File: src/rtl/multiply_signed_iterative_if.sv
`default_nettype none
//============================================================================
// Module   : multiply_signed_iterative_if
// Brief    : Start/done request bundle for the iterative multiplier.
// Revision : 1.0 - initial release
//============================================================================
interface multiply_signed_iterative_if #(
    parameter int WIDTH = 8
);
    logic                 start;
    logic                 tc;
    logic [WIDTH-1:0]     multiplicand_a;
    logic [WIDTH-1:0]     multiplier_b;
    logic                 busy;
    logic                 done;
    logic [2*WIDTH-1:0]   product;

    modport master (
        output start, tc, multiplicand_a, multiplier_b,
        input  busy, done, product
    );

    modport slave (
        input  start, tc, multiplicand_a, multiplier_b,
        output busy, done, product
    );
endinterface
`default_nettype wire

File: src/rtl/multiply_signed_iterative.sv
`default_nettype none
//============================================================================
// Module   : multiply_signed_iterative
// Brief    : Shift-and-add multiplier, one multiplier bit per clock, signed
//            (tc=1) or unsigned (tc=0), exact 2*WIDTH-bit product.
//            Optional MULTIPLY_ZERO_SKIP_EN: a zero operand completes in 1 cycle.
// Revision : 1.0 - initial release
//============================================================================
module multiply_signed_iterative #(
    parameter int WIDTH = 8
) (
    input  wire logic                     clk,
    input  wire logic                     rst_n,
    multiply_signed_iterative_if.slave    bus
);
    localparam int CNT_W = (WIDTH > 1) ? $clog2(WIDTH) : 1;

    typedef enum logic [1:0] {
        S_IDLE = 2'd0,
        S_CALC = 2'd1,
        S_ZERO = 2'd2
    } state_t;

    state_t               state_q;
    logic [CNT_W-1:0]     count_q;
    logic [WIDTH-1:0]     a_q;
    logic                 tc_q;
    // {upper half (WIDTH+1), lower half}; lower half starts as the multiplier
    logic [2*WIDTH:0]     acc_q;
    logic                 busy_q;
    logic                 done_q;
    logic [2*WIDTH-1:0]   product_q;

    logic [2*WIDTH:0]     acc_d;
    logic [WIDTH:0]       addend;
    logic [WIDTH:0]       sum_hi;
    logic                 last;

    assign last = (count_q == CNT_W'(WIDTH - 1));

    always_comb begin
        addend = {tc_q & a_q[WIDTH-1], a_q};
        sum_hi = acc_q[2*WIDTH:WIDTH];
        if (acc_q[0]) begin
            // In two's complement the multiplier MSB carries negative weight
            if (last && tc_q) begin
                sum_hi = acc_q[2*WIDTH:WIDTH] - addend;
            end else begin
                sum_hi = acc_q[2*WIDTH:WIDTH] + addend;
            end
        end
        acc_d = {tc_q & sum_hi[WIDTH], sum_hi, acc_q[WIDTH-1:1]};
    end

    always_ff @(posedge clk or negedge rst_n) begin
        if (!rst_n) begin
            state_q   <= S_IDLE;
            count_q   <= '0;
            a_q       <= '0;
            tc_q      <= 1'b0;
            acc_q     <= '0;
            busy_q    <= 1'b0;
            done_q    <= 1'b0;
            product_q <= '0;
        end else begin
            done_q <= 1'b0;
            case (state_q)
                S_IDLE: begin
                    if (bus.start) begin
                        a_q     <= bus.multiplicand_a;
                        tc_q    <= bus.tc;
                        acc_q   <= {{(WIDTH+1){1'b0}}, bus.multiplier_b};
                        count_q <= '0;
`ifdef MULTIPLY_ZERO_SKIP_EN
                        if ((bus.multiplicand_a == '0) || (bus.multiplier_b == '0)) begin
                            state_q <= S_ZERO;
                        end else begin
                            state_q <= S_CALC;
                            busy_q  <= 1'b1;
                        end
`else
                        state_q <= S_CALC;
                        busy_q  <= 1'b1;
`endif
                    end
                end
                S_CALC: begin
                    acc_q <= acc_d;
                    if (last) begin
                        product_q <= acc_d[2*WIDTH-1:0];
                        done_q    <= 1'b1;
                        busy_q    <= 1'b0;
                        count_q   <= '0;
                        state_q   <= S_IDLE;
                    end else begin
                        count_q <= count_q + 1'b1;
                    end
                end
`ifdef MULTIPLY_ZERO_SKIP_EN
                S_ZERO: begin
                    product_q <= '0;
                    done_q    <= 1'b1;
                    state_q   <= S_IDLE;
                end
`endif
                default: begin
                    state_q <= S_IDLE;
                    busy_q  <= 1'b0;
                end
            endcase
        end
    end

    assign bus.busy    = busy_q;
    assign bus.done    = done_q;
    assign bus.product = product_q;

endmodule
`default_nettype wire

File: src/flat_wrapper.sv
// flat-port wrapper written by rule: the top's interface ports become plain ports
module multiply_signed_iterative_flat 
#(
    parameter int WIDTH = 8
)
  (clk, rst_n, bus_start, bus_tc, bus_multiplicand_a, bus_multiplier_b, bus_busy, bus_done, bus_product);
  multiply_signed_iterative_if #(.WIDTH(WIDTH)) bus_i ();
  input  wire logic clk;
  input  wire logic rst_n;
  input wire logic [$bits(bus_i.start)-1:0] bus_start;
  input wire logic [$bits(bus_i.tc)-1:0] bus_tc;
  input wire logic [$bits(bus_i.multiplicand_a)-1:0] bus_multiplicand_a;
  input wire logic [$bits(bus_i.multiplier_b)-1:0] bus_multiplier_b;
  output wire logic [$bits(bus_i.busy)-1:0] bus_busy;
  output wire logic [$bits(bus_i.done)-1:0] bus_done;
  output wire logic [$bits(bus_i.product)-1:0] bus_product;
  assign bus_i.start = bus_start;
  assign bus_i.tc = bus_tc;
  assign bus_i.multiplicand_a = bus_multiplicand_a;
  assign bus_i.multiplier_b = bus_multiplier_b;
  assign bus_busy = bus_i.busy;
  assign bus_done = bus_i.done;
  assign bus_product = bus_i.product;
  multiply_signed_iterative #(.WIDTH(WIDTH)) u_core (.clk(clk), .rst_n(rst_n), .bus(bus_i));
endmodule
File: config.mk
export PLATFORM = sky130hd
export DESIGN_NAME = multiply_signed_iterative_flat
export DESIGN_NICKNAME = d
export VERILOG_FILES = /design/src/rtl/multiply_signed_iterative_if.sv /design/src/rtl/multiply_signed_iterative.sv /design/src/flat_wrapper.sv
export SDC_FILE = /design/constraint.sdc
export NUM_CORES = 1
export LEC_CHECK = 0
export ABC_AREA = 0
export BUFFER_PORTS_ARGS = -buffer_cell sky130_fd_sc_hd__buf_2
export CORE_MARGIN = 2
export CORE_UTILIZATION = 25
export CTS_BUF_LIST = sky130_fd_sc_hd__clkbuf_4
export DETAILED_ROUTE_END_ITERATION = 7
export PLACE_DENSITY = 0.53
export SKIP_CTS_REPAIR_TIMING = 1
export SYNTH_ARGS = -nofsm -noshare
export SYNTH_HDL_FRONTEND = slang
export SYNTH_SLANG_ARGS = --single-unit
File: constraint.sdc
create_clock -name clk -period 8 [get_ports clk]
set_clock_uncertainty 0.1 [all_clocks]
set_input_delay 0 -clock clk [delete_from_list [all_inputs] [get_ports clk]]
set_output_delay 0 -clock clk [all_outputs]
set_load 0.005 [all_outputs]
Word-level counts from Yosys, hierarchy flattened
Cells that the tools add are included.
{"block": "op_classes", "n_mux": 15, "n_reduce_logical": 7, "n_mul": 0, "bitwise_logic": 2, "div_mod_pow": 0, "n_eq_ne": 4, "order_cmp": 0, "addsub": 3, "n_shift": 0}
{"cell": "$pmux W17 S2", "n": 1}
{"cell": "$mux W9", "n": 2}
{"cell": "$mux W17", "n": 1}
{"cell": "$add A9 B9 Y9", "n": 1}
{"cell": "$sub A9 B9 Y9", "n": 1}
{"cell": "$reduce_and A2 Y1", "n": 4}
{"cell": "$mux W3", "n": 2}
{"cell": "$pmux W3 S2", "n": 1}
{"cell": "$mux W1", "n": 4}
{"cell": "$mux W2", "n": 2}
{"cell": "$pmux W2 S2", "n": 1}
{"cell": "$add A3 B1 Y3 const B", "n": 1}
{"cell": "$eq A3 B3 Y1 const B", "n": 1}
{"cell": "$and A1 B1 Y1", "n": 2}
{"cell": "$eq A2 B1 Y1 const B", "n": 1}
{"cell": "$logic_not A2 Y1", "n": 1}
{"cell": "$ne A2 B1 Y1 const B", "n": 1}
{"cell": "$ne A2 B2 Y1 const B", "n": 1}
{"cell": "$pmux W1 S2", "n": 1}
{"cell": "$reduce_bool A2 Y1", "n": 1}
{"cell": "$logic_and A1 B1 Y1", "n": 1}
{"block": "word_totals", "mem_count": 0, "ff_bits": 49, "latchBits": 0, "input_bits": 20, "ramBits": 0, "mem_bits_ro": 0, "output_inout_bits": 18}

Logic depth before layout (Yosys ltp)
{"block": "depth", "depth_word": 6, "depth_mapped": 13, "depth_no_buf": 13}

Least setup slack after synthesis
No wires, ideal clock.
{"block": "synth_path", "kind": "reg-to-reg", "from": "register u_core.a_q[4]", "to": "register u_core.acc_q[16]", "n_path_buf": 0, "setup_slack_ns": 5.210, "path_stages_with_launch": 11, "period_less_slack_ns": 2.790, "arrival_ns": 2.562, "setup_time_ns": 0.128, "cell_sequence": "dfrtp_1 or4_1 o21ai_0 xor2_1 ha_1 a21o_1 a31o_2 a21oi_1 mux2i_1 xnor2_1 o21ai_1"}
{"block": "synth_between", "elab_chain_cells": 5, "word_cells_on_any_way": 6, "cone_classes": "2 x add/sub; 3 x mux; 1 x bitwise"}
{"element": "from (decl)", "line": "multiply_signed_iterative.sv:26", "text": "logic [WIDTH-1:0] a_q;"}
{"element": "from (signal assigned)", "line": "multiply_signed_iterative.sv:70", "text": "a_q <= bus.multiplicand_a;"}
{"element": "$add A9 B9 Y9 / $sub A9 B9 Y9 (equally long branches)", "line": "multiply_signed_iterative.sv:49, multiply_signed_iterative.sv:47"}
{"element": "$mux W9 *", "line": "multiply_signed_iterative.sv:46", "text": "if (last && tc_q) begin"}
{"element": "$mux W9 *", "line": "multiply_signed_iterative.sv:44", "text": "if (acc_q[0]) begin"}
{"element": "$and A1 B1 Y1 *", "line": "multiply_signed_iterative.sv:52", "text": "acc_d = {tc_q & sum_hi[WIDTH], sum_hi, acc_q[WIDTH-1:1]};"}
{"element": "$pmux W17 S2 *", "line": "multiply_signed_iterative.sv:67", "text": "case (state_q)"}
{"element": "to (signal assigned)", "line": "multiply_signed_iterative.sv:72", "text": "acc_q <= {{(WIDTH+1){1'b0}}, bus.multiplier_b};"}
{"element": "to (decl)", "line": "multiply_signed_iterative.sv:29", "text": "logic [2*WIDTH:0] acc_q;"}
Mark *: on every way between the ends. The rest lies on a longest branch, timed or not.
A chain may end at the register's enable or synchronous reset.

Final worst setup path
{"block": "layout_path", "from": "register u_core.count_q[0]", "to": "register u_core.product_q[15], in the netlist u_core.bus.product[15]"}
{"block": "layout_between", "elab_chain_cells": 4, "word_cells_on_any_way": 5, "cone_classes": "1 x eq/ne; 2 x mux; 2 x reduce/logical"}
{"element": "from (decl)", "line": "multiply_signed_iterative.sv:25", "text": "logic [CNT_W-1:0] count_q;"}
{"element": "from (signal assigned)", "line": "multiply_signed_iterative.sv:96", "text": "count_q <= count_q + 1'b1;"}
{"element": "$eq A3 B3 Y1 *", "line": "multiply_signed_iterative.sv:39", "text": "assign last = (count_q == CNT_W'(WIDTH - 1));"}
{"element": "$logic_and A1 B1 Y1", "line": "multiply_signed_iterative.sv:46"}
{"element": "$mux W9", "line": "multiply_signed_iterative.sv:46"}
{"element": "$mux W9", "line": "multiply_signed_iterative.sv:44"}
{"element": "to (signal assigned)", "line": "multiply_signed_iterative.sv:90", "text": "product_q <= acc_d[2*WIDTH-1:0];"}
{"element": "to (decl)", "line": "multiply_signed_iterative.sv:32", "text": "logic [2*WIDTH-1:0] product_q;"}
Marked as above.

==> implementation parameters <==
Parameter                              Value

Detailed routing
  Wire length per cell after detailed routing ... ~13 um
  Total Wirelength ... around 5.7 mm
  Total number of vias ... 1958
  Antenna viol nets, final ... 0
  Initial detailed-routing violation count ... between 70 and 80
  Detail-routed via count per cell ... around 4.5
  First-pass detailed-route iteration total ... 4
  Final routed DRC violation total ... 0

Power
  P per Cell Area ... 401 mW/mm2
  Fraction of power consumed by the clock network ... a little under a tenth
  Sequential group share of total power ... around two fifths
  Switching power share of the total ... 43.0%
  Net Sw Power ... between 500 and 600 uW
  Worst supply voltage drop on vdd ... approximately 0.00012 V
  Power share of the combinational group ... around 52%
  Leakage ... roughly 1.4 nW
  Internal Dissipation ... a little under 700 uW

Worst setup path
  Crit path from ... u_core.count_q[0]
  Worst reg-to-reg path cell count ... 12
  Worst reg2reg path endpoint ... u_core.bus.product[15]
  Required time reported for the critical path endpoint ... 8.14 ns
  Worst-case register-to-register setup slack ... roughly 5 ns
  Critical path launch point type ... register
  Classification of the worst setup path ... reg2reg
  Startpoint of the most critical register-to-register path ... u_core.count_q[0]
  Data arrival time of the critical path ... around 3.2 ns
  Kind of end point of the critical path ... register
  Crit Path Max Fanout ... 8

Floorplan
  Floorplan row count ... 36
  Die outline area ... approximately 0.011 mm2
  Top-Level Pins ... 38
  DIE WIDTH ... ~100 um
  Initial cell density of the core ... 25.6%
  Total core area ... a little under 0.01 mm2
  Height of the chip ... around 100 um

Yosys
  Sequential area share after synthesis ... 47.5%
  Cell area after synthesis ... between 0.002 and 0.0025 mm2
  Synthesized netlist net count ... about 280
  Post-Syn Area per Cell ... 10.1 um2
  Post-synthesis instance total ... roughly 250
  Synthesized flop and latch total ... 47
  Number of distinct library cells after synthesis ... 43
  Total of warnings raised by yosys ... 0

STA
  Slew Limit Fails ... 0
  Setup ws final ... between 4 and 5 ns
  Achievable frequency ... 331 MHz
  Post-layout min period ... approximately 3.0 ns
  Total negative slack for setup checks ... 0 ns
  Slew margin rel. ... 29.0%
  Worst Tran Pin Value ... between 1 and 1.5 ns
  Final Cycle Share ... 37.8%
  Setup violation total in the final timing report ... 0
  Hold violation total from the final report ... 0
  Setup repair after global routing missed its margin ... false

Final layout
  Number of fillers in the final layout ... between 1k and 1.5k
  Area occupied by multi-input gates ... around 0.0012 mm2
  Final core utilization ... 31.2%
  Storage cell area ... around 0.0012 mm2
  Area grow syn2layout ... 22.1%
  Fraction of layout cells with a size suffix above 1 ... between 20% and 30%
  NumNets Final ... between 300 and 400
  Antenna cells ... 0

CTS
  Clk pin slew, worst setup/hold paths ... 0.15 ns
  Number of H-tree branching levels ... 2
  Buffers from clock root to sink, at most ... 2
  Clk sink count ... 47
  Number of CTS-inserted buffers ... 5
  Root Driver ... sky130_fd_sc_hd__clkbuf_4
  Clock tree from TritonCTS ... built
  Clk Latency, worst-skew pair ... between 0.3 and 0.4 ns

GRT
  Number of global-route vias before repair ... 1866
  Global-route wire length before repair ... 9.22 mm
  Gr usage total ... approximately a tenth
  Maximum number of pins on one net before global-route repair ... between 40 and 50
  Initial antenna violation count ... 0
  Total gr overflow ... 0

Placement
  Detailed placement HPWL ... just under 4 mm
  Minimum setup slack after placement ... 4.99 ns
  Port Buffer Count ... 37
  Routability-driven placement congestion ratio ... approximately 0.78

Job
  Number of max-capacitance violations reported ... 0

Min path
  Worst Hold Class ... in2async

Status
  Outcome ... finished clean
layout by cell type (no fill, tap or decap), drive strengths merged, types with 2 or more instances in the layout:
master       count
dfrtp           47
buf             37
nand2           35
o21ai           28
dlygate4sd3     19
mux2            14
mux2i           13
a21oi           11
ha              11
inv             10
nor2             8
xnor2            6
nor3             5
o22ai            5
clkbuf           5
and3             5
xor2             4
nand2b           3
nor2b            3
nand3b           2
a21o             2
a31oi            2
or3              2
nand3            2
nor3b            2
clkinv           2
nor4             2
area by class of cell:
type | instances | share of cell area (%)
clock buffers | 5 | 1.24
clock inverters | 3 | 0.497
inverters | 10 | 1.24
multi-input cells | 178 | 40.2
flip-flops and latches | 47 | 38.9
well taps | 133 | 5.50
repair buffers | 56 | 12.4
worst max path at each step:
stage,slack [ns],depth (start not counted),end
finish,4.98,12,u_core.bus.product[15]
global route,4.72,12,u_core.bus.product[15]
CTS,4.96,12,u_core.bus.product[15]
detailed placement,4.99,10,u_core.bus.product[15]
global placement,5.06,10,u_core.bus.product[15]
floorplan,5.21,10,u_core.acc_q[16]
worst max-delay path, cell delays in order, from the launching register on:
cell and delay (ns):
sky130_fd_sc_hd__dfrtp_1 0.42, sky130_fd_sc_hd__ha_1 0.20, sky130_fd_sc_hd__ha_1 0.22, sky130_fd_sc_hd__nand2_1 0.17, sky130_fd_sc_hd__o21ai_0 0.13, sky130_fd_sc_hd__xor2_1 0.16
sky130_fd_sc_hd__ha_1 0.37, sky130_fd_sc_hd__a21o_1 0.20, sky130_fd_sc_hd__a31o_2 0.24, sky130_fd_sc_hd__a21oi_1 0.15, sky130_fd_sc_hd__mux2i_1 0.25, sky130_fd_sc_hd__xnor2_1 0.20
sky130_fd_sc_hd__o21ai_1 0.09
cells in the mapped netlist:
master | count | area (um2)
sky130_fd_sc_hd__and3_1 | 4 | 25.0
sky130_fd_sc_hd__buf_1 | 1 | 3.75
sky130_fd_sc_hd__nor3_1 | 5 | 25.0
sky130_fd_sc_hd__o2bb2ai_1 | 1 | 8.76
sky130_fd_sc_hd__a311o_1 | 1 | 10.0
sky130_fd_sc_hd__clkbuf_1 | 7 | 26.3
sky130_fd_sc_hd__o21ai_0 | 25 | 125
sky130_fd_sc_hd__a22o_1 | 1 | 8.76
sky130_fd_sc_hd__o31ai_1 | 1 | 7.51
sky130_fd_sc_hd__fa_1 | 1 | 20.0
sky130_fd_sc_hd__nand2_1 | 35 | 131
sky130_fd_sc_hd__o21a_1 | 1 | 7.51
sky130_fd_sc_hd__o211ai_1 | 1 | 7.51
sky130_fd_sc_hd__a21o_1 | 2 | 15.0
sky130_fd_sc_hd__a21oi_1 | 11 | 55.1
sky130_fd_sc_hd__and3_4 | 1 | 11.3
sky130_fd_sc_hd__nand3b_1 | 2 | 15.0
sky130_fd_sc_hd__buf_2 | 2 | 10.0
sky130_fd_sc_hd__o22ai_1 | 5 | 31.3
sky130_fd_sc_hd__or3_1 | 2 | 12.5
sky130_fd_sc_hd__ha_1 | 11 | 138
sky130_fd_sc_hd__inv_1 | 10 | 37.5
sky130_fd_sc_hd__nor2b_1 | 3 | 18.8
sky130_fd_sc_hd__dfrtp_1 | 47 | 1180
sky130_fd_sc_hd__o21ai_1 | 3 | 15.0
sky130_fd_sc_hd__a211oi_1 | 1 | 7.51
sky130_fd_sc_hd__xor2_1 | 4 | 35.0
sky130_fd_sc_hd__nor4_2 | 1 | 12.5
sky130_fd_sc_hd__nand3_1 | 2 | 10.0
sky130_fd_sc_hd__xnor2_1 | 6 | 52.6
sky130_fd_sc_hd__and2_1 | 1 | 6.26
sky130_fd_sc_hd__a31oi_1 | 2 | 12.5
sky130_fd_sc_hd__a31o_2 | 1 | 8.76
sky130_fd_sc_hd__buf_4 | 1 | 7.51
sky130_fd_sc_hd__and4_1 | 1 | 8.76
sky130_fd_sc_hd__nor4_1 | 1 | 6.26
sky130_fd_sc_hd__nor3b_1 | 2 | 15.0
sky130_fd_sc_hd__nor2_1 | 8 | 30.0
sky130_fd_sc_hd__a21boi_0 | 1 | 7.51
sky130_fd_sc_hd__mux2_2 | 14 | 158
sky130_fd_sc_hd__mux2i_1 | 13 | 130
sky130_fd_sc_hd__nand2b_1 | 3 | 18.8
sky130_fd_sc_hd__or4_1 | 1 | 7.51
power groups by stage:
stage	registers, mW	logic, mW	clock network (mW)
after detailed placement	0.470	0.636	0
after global placement	0.465	0.626	0
after CTS	0.465	0.639	0.121
after floorplan	0.428	0.503	0
after global routing	0.486	0.722	0.129
final	0.463	0.636	0.113
flip-flops by register name, summed over array words and instances (netlist names):
name and count:
u_core.bus.done 1, u_core.tc_q 1, u_core.acc_q 17, u_core.count_q 3, u_core.bus.product 16, u_core.state_q 1
u_core.a_q 8
metal layers:
metal	part of all wire, %	GRT usage (%)
met3	2.9	2.08
met5	0	0
met2	47	17.0
met4	2.0	3.96
met1	48	14.3
logic make-up after synthesis:
family | Yosys count | share of synthesized area, %
and+or+nand+nor | 72 | 14.3
AOI/OAI and AO/OA | 57 | 13.2
DFF | 47 | 47.5
muxes | 27 | 11.6
buffers and inverters | 21 | 3.44
adders and majority gates | 12 | 6.37
xor gates and xnor gates | 10 | 3.54
per-stage QoR:
step / cells / power [mW] / area (um2) / hold WS [ns]
floorplan: 246 / 0.931 / 2480 / -0.396
global placement: 405 / 1.09 / 2780 / 0.112
detailed placement: 405 / 1.11 / 2780 / 0.115
CTS: 413 / 1.22 / 2830 / -0.284
global route: 432 / 1.34 / 3020 / 0.289
finish: 432 / 1.21 / 3020 / 0.236
No activity file was read; power rests on OpenSTA's default activity.
